File: config.mk
export PLATFORM = sky130hd
export DESIGN_NAME = mult_share_arbiter_flat
export DESIGN_NICKNAME = d
export VERILOG_FILES = /design/src/rtl/mult_share_arbiter_if.sv /design/src/rtl/mult_share_arbiter.sv /design/src/flat_wrapper.sv
export SDC_FILE = /design/constraint.sdc
export NUM_CORES = 1
export LEC_CHECK = 0
export ABC_CLOCK_PERIOD_IN_PS = 2000
export BUFFER_PORTS_ARGS = -buffer_cell sky130_fd_sc_hd__clkbuf_2
export CAP_MARGIN = 20
export CORE_MARGIN = 5
export CORE_UTILIZATION = 46
export CTS_BUF_LIST = sky130_fd_sc_hd__clkbuf_8 sky130_fd_sc_hd__clkbuf_16
export DETAILED_ROUTE_END_ITERATION = 7
export HOLD_SLACK_MARGIN = 0.06
export PLACE_DENSITY_LB_ADDON = 0.1
export SLEW_MARGIN = 20
export SYNTH_ARGS = -nofsm -noshare
export SYNTH_HDL_FRONTEND = slang
export SYNTH_SLANG_ARGS = --single-unit
File: constraint.sdc
create_clock -name clk -period 2 [get_ports clk]
set_clock_uncertainty 0.15 [all_clocks]
set_input_delay 0.2 -clock clk [delete_from_list [all_inputs] [get_ports clk]]
set_output_delay 0.2 -clock clk [all_outputs]
set_load 0.02 [all_outputs]
File: src/rtl/mult_share_arbiter_if.sv
// mult_share_arbiter_if: requester, response and multiplier-core signals of the
// shared-multiplier arbiter, bundled into one interface.
//   slave  : the arbiter's view (consumes requests, drives the core).
//   master : the environment's view (clients, response consumer, core).
interface mult_share_arbiter_if #(
    parameter int unsigned N    = 4,
    parameter int unsigned NREQ = 4
);
    localparam int unsigned IDW = $clog2(NREQ);

    // Requester side: one valid/ready pair and one operand slice per client
    logic [NREQ-1:0]   req_valid;
    logic [NREQ*N-1:0] req_a;
    logic [NREQ*N-1:0] req_b;
    logic [NREQ-1:0]   req_ready;

    // Shared response channel
    logic              rsp_valid;
    logic              rsp_ready;
    logic [IDW-1:0]    rsp_id;
    logic [2*N-1:0]    rsp_p;
    logic              rsp_err;

    // Multiplier core
    logic              mul_start;
    logic [N-1:0]      mul_a;
    logic [N-1:0]      mul_b;
    logic              mul_done;
    logic [2*N-1:0]    mul_p;

    modport slave (
        input  req_valid, req_a, req_b, rsp_ready, mul_done, mul_p,
        output req_ready, rsp_valid, rsp_id, rsp_p, rsp_err, mul_start, mul_a, mul_b
    );

    modport master (
        output req_valid, req_a, req_b, rsp_ready, mul_done, mul_p,
        input  req_ready, rsp_valid, rsp_id, rsp_p, rsp_err, mul_start, mul_a, mul_b
    );
endinterface

File: src/rtl/mult_share_arbiter.sv
// mult_share_arbiter: round-robin arbiter that shares one multi-cycle signed
// multiplier core among NREQ requesters. One operation is in flight at a time:
// grant in IDLE, pulse the core in LAUNCH, wait for completion in WAIT, hold the
// tagged 2N-bit product in RESP until the consumer takes it.
// Optional build macro MULT_ARB_TIMEOUT_EN adds a WAIT watchdog of TIMEOUT cycles
// that aborts with rsp_err=1 and rsp_p=0; without it rsp_err is tied low.
module mult_share_arbiter #(
    parameter int unsigned N       = 4,
    parameter int unsigned NREQ    = 4,
    parameter int unsigned TIMEOUT = 64
) (
    input  logic                 clk,
    input  logic                 rst,
    mult_share_arbiter_if.slave  io_bus
);
    localparam int unsigned IDW = $clog2(NREQ);
    localparam int unsigned PW  = 2 * N;

    if (NREQ < 2 || TIMEOUT < 1) begin : g_param_check
        $error("mult_share_arbiter: NREQ must be >= 2 and TIMEOUT >= 1");
    end

    typedef enum logic [1:0] {
        StIdle,
        StLaunch,
        StWait,
        StResp
    } state_t;

    state_t          r_state;
    state_t          w_state_next;

    logic [IDW-1:0]  r_ptr;
    logic [IDW-1:0]  r_rsp_id;
    logic [N-1:0]    r_mul_a;
    logic [N-1:0]    r_mul_b;
    logic [PW-1:0]   r_rsp_p;

    logic            w_any;
    logic [IDW-1:0]  w_win;
    logic [NREQ-1:0] w_onehot;
    logic [N-1:0]    w_sel_a;
    logic [N-1:0]    w_sel_b;

    logic            w_accept;
    logic            w_capture;
    logic            w_abort;
    logic            w_rsp_fire;
    logic            w_timeout;

    // Round-robin search: first valid requester strictly after the pointer, with wrap
    always_comb begin
        w_any = 1'b0;
        w_win = '0;
        for (int k = 1; k <= int'(NREQ); k++) begin
            for (int i = 0; i < int'(NREQ); i++) begin
                if (!w_any && (i == (int'(r_ptr) + k) % int'(NREQ)) && io_bus.req_valid[i]) begin
                    w_any = 1'b1;
                    w_win = IDW'(i);
                end
            end
        end
    end

    // Winner decode: one-hot grant vector and operand slice select
    always_comb begin
        w_onehot = '0;
        w_sel_a  = '0;
        w_sel_b  = '0;
        for (int i = 0; i < int'(NREQ); i++) begin
            if (w_win == IDW'(i)) begin
                w_onehot[i] = 1'b1;
                w_sel_a     = io_bus.req_a[i*N +: N];
                w_sel_b     = io_bus.req_b[i*N +: N];
            end
        end
    end

    // FSM state register
    always_ff @(posedge clk) begin
        if (rst) begin
            r_state <= StIdle;
        end else begin
            r_state <= w_state_next;
        end
    end

    // FSM next-state and per-state strobes
    always_comb begin
        w_state_next = r_state;
        w_accept     = 1'b0;
        w_capture    = 1'b0;
        w_abort      = 1'b0;
        w_rsp_fire   = 1'b0;
        unique case (r_state)
            StIdle: begin
                if (w_any) begin
                    w_accept     = 1'b1;
                    w_state_next = StLaunch;
                end
            end
            StLaunch: begin
                w_state_next = StWait;
            end
            StWait: begin
                // Completion wins over a watchdog expiry in the same cycle
                if (io_bus.mul_done) begin
                    w_capture    = 1'b1;
                    w_state_next = StResp;
                end else if (w_timeout) begin
                    w_abort      = 1'b1;
                    w_state_next = StResp;
                end
            end
            StResp: begin
                if (io_bus.rsp_ready) begin
                    w_rsp_fire   = 1'b1;
                    w_state_next = StIdle;
                end
            end
            default: begin
                w_state_next = StIdle;
            end
        endcase
    end

    // Datapath: operand/ID latch on accept, product capture, pointer update on handshake
    always_ff @(posedge clk) begin
        if (rst) begin
            r_ptr    <= IDW'(NREQ - 1);
            r_rsp_id <= '0;
            r_mul_a  <= '0;
            r_mul_b  <= '0;
            r_rsp_p  <= '0;
        end else begin
            if (w_accept) begin
                r_mul_a  <= w_sel_a;
                r_mul_b  <= w_sel_b;
                r_rsp_id <= w_win;
            end
            if (w_capture) begin
                r_rsp_p <= io_bus.mul_p;
            end else if (w_abort) begin
                r_rsp_p <= '0;
            end
            // The served requester drops to lowest priority for the next round
            if (w_rsp_fire) begin
                r_ptr <= r_rsp_id;
            end
        end
    end

`ifdef MULT_ARB_TIMEOUT_EN
    localparam int unsigned CntW = $clog2(TIMEOUT + 1);

    logic [CntW-1:0] r_wait_cnt;
    logic            r_rsp_err;

    // Watchdog: counts cycles spent in WAIT, cleared in every other state
    always_ff @(posedge clk) begin
        if (rst) begin
            r_wait_cnt <= '0;
        end else if (r_state != StWait) begin
            r_wait_cnt <= '0;
        end else begin
            r_wait_cnt <= r_wait_cnt + CntW'(1);
        end
    end

    // Expires on the TIMEOUT-th WAIT cycle without completion
    assign w_timeout = (r_wait_cnt == CntW'(TIMEOUT - 1));

    // Error flag: set by an abort, cleared by a real completion
    always_ff @(posedge clk) begin
        if (rst) begin
            r_rsp_err <= 1'b0;
        end else if (w_capture) begin
            r_rsp_err <= 1'b0;
        end else if (w_abort) begin
            r_rsp_err <= 1'b1;
        end
    end

    assign io_bus.rsp_err = r_rsp_err;
`else
    assign w_timeout      = 1'b0;
    assign io_bus.rsp_err = 1'b0;
`endif

    // Grant is only shown while not in reset so a held-reset cycle never looks accepted
    assign io_bus.req_ready = (w_accept && !rst) ? w_onehot : '0;
    assign io_bus.rsp_valid = (r_state == StResp);
    assign io_bus.rsp_id    = r_rsp_id;
    assign io_bus.rsp_p     = r_rsp_p;
    assign io_bus.mul_start = (r_state == StLaunch);
    assign io_bus.mul_a     = r_mul_a;
    assign io_bus.mul_b     = r_mul_b;

endmodule
File: src/flat_wrapper.sv
// flat-port wrapper written by rule: the top's interface ports become plain ports
module mult_share_arbiter_flat 
#(
    parameter int unsigned N       = 4,
    parameter int unsigned NREQ    = 4,
    parameter int unsigned TIMEOUT = 64
)
  (clk, rst, io_bus_req_valid, io_bus_req_a, io_bus_req_b, io_bus_rsp_ready, io_bus_mul_done, io_bus_mul_p, io_bus_req_ready, io_bus_rsp_valid, io_bus_rsp_id, io_bus_rsp_p, io_bus_rsp_err, io_bus_mul_start, io_bus_mul_a, io_bus_mul_b);
  mult_share_arbiter_if #(.N(N), .NREQ(NREQ)) io_bus_i ();
  input  logic clk;
  input  logic rst;
  input wire logic [$bits(io_bus_i.req_valid)-1:0] io_bus_req_valid;
  input wire logic [$bits(io_bus_i.req_a)-1:0] io_bus_req_a;
  input wire logic [$bits(io_bus_i.req_b)-1:0] io_bus_req_b;
  input wire logic [$bits(io_bus_i.rsp_ready)-1:0] io_bus_rsp_ready;
  input wire logic [$bits(io_bus_i.mul_done)-1:0] io_bus_mul_done;
  input wire logic [$bits(io_bus_i.mul_p)-1:0] io_bus_mul_p;
  output wire logic [$bits(io_bus_i.req_ready)-1:0] io_bus_req_ready;
  output wire logic [$bits(io_bus_i.rsp_valid)-1:0] io_bus_rsp_valid;
  output wire logic [$bits(io_bus_i.rsp_id)-1:0] io_bus_rsp_id;
  output wire logic [$bits(io_bus_i.rsp_p)-1:0] io_bus_rsp_p;
  output wire logic [$bits(io_bus_i.rsp_err)-1:0] io_bus_rsp_err;
  output wire logic [$bits(io_bus_i.mul_start)-1:0] io_bus_mul_start;
  output wire logic [$bits(io_bus_i.mul_a)-1:0] io_bus_mul_a;
  output wire logic [$bits(io_bus_i.mul_b)-1:0] io_bus_mul_b;
  assign io_bus_i.req_valid = io_bus_req_valid;
  assign io_bus_i.req_a = io_bus_req_a;
  assign io_bus_i.req_b = io_bus_req_b;
  assign io_bus_i.rsp_ready = io_bus_rsp_ready;
  assign io_bus_i.mul_done = io_bus_mul_done;
  assign io_bus_i.mul_p = io_bus_mul_p;
  assign io_bus_req_ready = io_bus_i.req_ready;
  assign io_bus_rsp_valid = io_bus_i.rsp_valid;
  assign io_bus_rsp_id = io_bus_i.rsp_id;
  assign io_bus_rsp_p = io_bus_i.rsp_p;
  assign io_bus_rsp_err = io_bus_i.rsp_err;
  assign io_bus_mul_start = io_bus_i.mul_start;
  assign io_bus_mul_a = io_bus_i.mul_a;
  assign io_bus_mul_b = io_bus_i.mul_b;
  mult_share_arbiter #(.N(N), .NREQ(NREQ), .TIMEOUT(TIMEOUT)) u_core (.clk(clk), .rst(rst), .io_bus(io_bus_i));
endmodule
==> impl_results.md <==
* Vias in the first global route at 1620
* Hold slack at 0.126 ns
* Final #Nets at 318
* CTS Sinks at 22
* Seq pwr share at 31.1%
* Area leader, netlist: dfxtp_1
* Worst EP required at 1.65 ns
* Top cells by area, synth: dfxtp_1 30%, nor2_1 4.6%, a21oi_1 4.4%
* Core Region at 0.00305 mm²
* Worst path bufs/invs at 1
* Ys Warns at 0
* Post-DR wirelength/cell at 14.4 µm
* FFs w/ async S/R, synth at 0%
* Post-synthesis cell area at 0.00148 mm²
* Root Buffer: clkbuf_8
* Combinational share of power at 55.0%
* Cell variety after synth at 42
* #FFs+latches synth at 22
* Worst path depth at 5
* Period utilisation layout at 96.9%
* Setup crit end: io_bus_req_ready[1]
* Final WL at 4.42 mm
* Critical Path, Cell by Cell: or2b_1, a311oi_4, nor2b_4, nor3b_1, clkbuf_2
* Worst-Margin Slew at 0.541 ns
* Vias per std cell at 5.46
* Sw power at 849 µW
* Slowest Stage Delay on Critical Path at 0.35 ns
* Status: finished, final reports clean
* Avg Inst Size Synth at 8.02 µm²
* CTS Buffer Depth at 2
* Syn_nets at 237
* Mux share of post-synthesis cell area at 0%
* Post-synthesis simple-gate area fraction at 25.2%
* Area growth from synthesis to layout at 41.1%
* CP max-delay cell: dfxtp_2
* Cells after Synth at 184
* Sequential fraction of the synthesis area at 29.9%
* Achievable clock frequency at 0.516 GHz
* Leak at 0.957 nW
* Post-synth top cells: 22 x dfxtp_1, 18 x nor2_1, 15 x inv_1, 15 x nand2_1, 13 x a21oi_1
* Port buffer count at 71
* Worst VDD drop at 719 µV
* CP endpoint kind: output pin
* Most used DFF post-synth: dfxtp_1
* Initial Util at 48.3%
* FF-to-FF path depth at 6
* # rows at 20
* Final hold violations at 0
* Max_slew headroom at 63.9%
* Crit path launch: u_core.r_ptr[0]$_SDFFE_PP1P_
* Post-route cell area at 0.00208 mm²
* 1st-iter DRT viols at 83
* Startpoint types: register
* Residual DRC at 0
* Final setup violation count at 0
* Global placer's final weighted congestion at 0.867
* Worst flop-to-flop path endpoint: u_core.io_bus.mul_b[2]$_SDFFE_PP0P_
* Reg-to-reg startpoint: u_core.r_ptr[0]$_SDFFE_PP1P_
* Cell family with most CP delay: simple AND/OR/NAND/NOR gates
* First-pass GRT wire length at 7.49 mm
* Layout cells sized above 1 at 42.2%
* Post-Synth Adder-Cell Area at 4.24%
* Post-Layout Cell Count at 307
* Switching share of total power at 42.7%
* H-tree depth at 1
* Final slew viol count at 0
* Die height at 66.6 µm
* Fin Setup TNS at 0 ns
* Fin util at 68.2%
* Most common cell in the synthesized netlist: dfxtp_1
* Die area at 0.00444 mm²
* Global-route congestion overflow total at 0
* Share of total power in the clock network at 13.9%
* Fin crit period at 1.94 ns
* IO Count at 73
* Remaining antenna violation count at 0
* EDFF count, synth at 0
* Total CTS buffers at 3
* Drt pass-1 iters at 4
* Largest net degree at the start of global routing at 25
* Synth Area in XOR/XNOR at 0%
* Gr usage total at 21.3%
* Worst Path Max Fanout at 5
* HPWL Detailed at 3.25 mm
* Internal at 1.14 mW
* Die width at 66.6 µm
* Flop-to-flop setup slack at 0.14 ns
* Combinational family with the most area after synthesis: compound AO/OA/AOI/OAI gates
* TritonCTS clock tree: yes
* Cell Area, Placed at 0.00188 mm²
* Pwr dens at 955 mW/mm²
* Worst-Skew Late Latency at 0.26 ns
* Total vias in the final route at 1677
* Synth Area in Compound Gates at 29.6%
* Dpl cells at 293
* Diodes inserted at 0
* Initial antenna violation count at 0
* Top cell type's share of synthesized area at 29.9%
* Worst Path Class, Setup: reg2out
* Hold Crit Class: in2reg
* Arr. time, crit path at 1.59 ns
* Max Cap Viol at 0
* Worst-path clk slew at 0.08 ns
sequential cells by signal (all words and copies together), names as in the netlist:
name	flops
u_core.io_bus.mul_a	4
u_core.io_bus.mul_b	4
u_core.io_bus.rsp_id	2
u_core.io_bus.rsp_p	8
u_core.r_ptr	2
u_core.r_state	2
placed cells by master (no fill, tap or decap), types with 2 or more instances in the layout:
cell	Yosys	layout
clkbuf_2	0	70
dfxtp_1	22	20
nor2_1	18	17
inv_1	15	15
nand2_1	15	15
buf_4	5	13
a21oi_1	13	12
nand3_1	10	10
o22ai_1	8	8
dlygate4sd3_1	0	8
o311ai_1	6	6
a221oi_1	6	5
nor3_1	6	4
ha_1	5	4
nor3_2	1	3
nand2b_1	5	3
a2111oi_2	3	3
a2111oi_1	3	3
clkbuf_8	0	3
a221oi_2	1	2
nor4b_1	2	2
or3_1	2	2
o2111ai_1	2	2
a31oi_1	2	2
a211oi_1	2	2
and3_1	2	2
a211o_1	2	2
dfxtp_2	0	2
worst min path at each step:
| stage | startpoint | to | slack [ns] | depth (start not counted) |
|---|---|---|---|---|
| 3_3_place_gp | io_bus_mul_p[3] | u_core.io_bus.rsp_p[3]$_SDFFE_PP0P_ | 0.29 | 3 |
| 5_1_grt | io_bus_rsp_ready | u_core.r_ptr[0]$_SDFFE_PP1P_ | 0.13 | 3 |
| 4_1_cts | io_bus_rsp_ready | u_core.r_ptr[0]$_SDFFE_PP1P_ | 0.11 | 3 |
| 3_5_place_dp | io_bus_mul_p[3] | u_core.io_bus.rsp_p[3]$_SDFFE_PP0P_ | 0.29 | 3 |
| 6_report | io_bus_rsp_ready | u_core.r_ptr[0]$_SDFFE_PP1P_ | 0.13 | 3 |
| 2_1_floorplan | io_bus_mul_p[0] | u_core.io_bus.rsp_p[0]$_SDFFE_PP0P_ | 0.20 | 2 |
what timing repair did:
item                                   in CTS  in global routing
setup endpoints to repair                   2                 10
resized for setup                           3                 11
endpoints found under the hold margin       8                  0
hold buffers                                8                  0
buffers inserted                            1                  2
pin swaps                                   1                  4
worst reg2reg max path: cells and delay by family (launching register included):
family	cells	cell delay, ns
flops	1	0.35
simple gates	2	0.38
buf+inv	1	0.16
compound gates	3	0.71
layer usage:
layer  routed length [µm]  track usage, %  vias up
met2                 2080            32.7       64
met3                  320            6.24        4
met5                    0               0        -
li1                     -               -      835
met4                   29            5.84        0
met1                 1990            29.0      774
stage by stage:
step                      power (mW)  setup WS, ns
after floorplan                 1.36         0.197
after global placement          1.65         0.124
after detailed placement        1.66        0.0636
after CTS                       1.96       -0.0372
after global routing            2.17      -0.00788
final                           1.99        0.0617
cell families (layout without fill, tap and decap cells):
logic type | after synthesis | count (layout)
AO/OA/AOI/OAI | 55 | 55
flip-flops | 22 | 22
buffers and inverters | 32 | 111
AND/OR/NAND/NOR | 69 | 69
other | 1 | 1
adder cells (fa/ha/maj) | 5 | 5
power groups by stage:
stage          clock network, mW  registers (mW)  logic [mW]
3_5_place_dp                   0           0.626        1.04
6_report                   0.276           0.619        1.09
2_1_floorplan                  0           0.722       0.638
5_1_grt                    0.307           0.634        1.23
3_3_place_gp                   0           0.631        1.02
4_1_cts                    0.284           0.618        1.06
layout make-up:
class	count	area (µm²)
Tap cell	44	55.1
Inverter	15	56.3
Timing Repair Buffer	93	556
Sequential cell	22	443
Multi-Input combinational cell	130	930
Clock buffer	3	41.3
Fill cell	298	972
(Power assumes the default switching activity.)
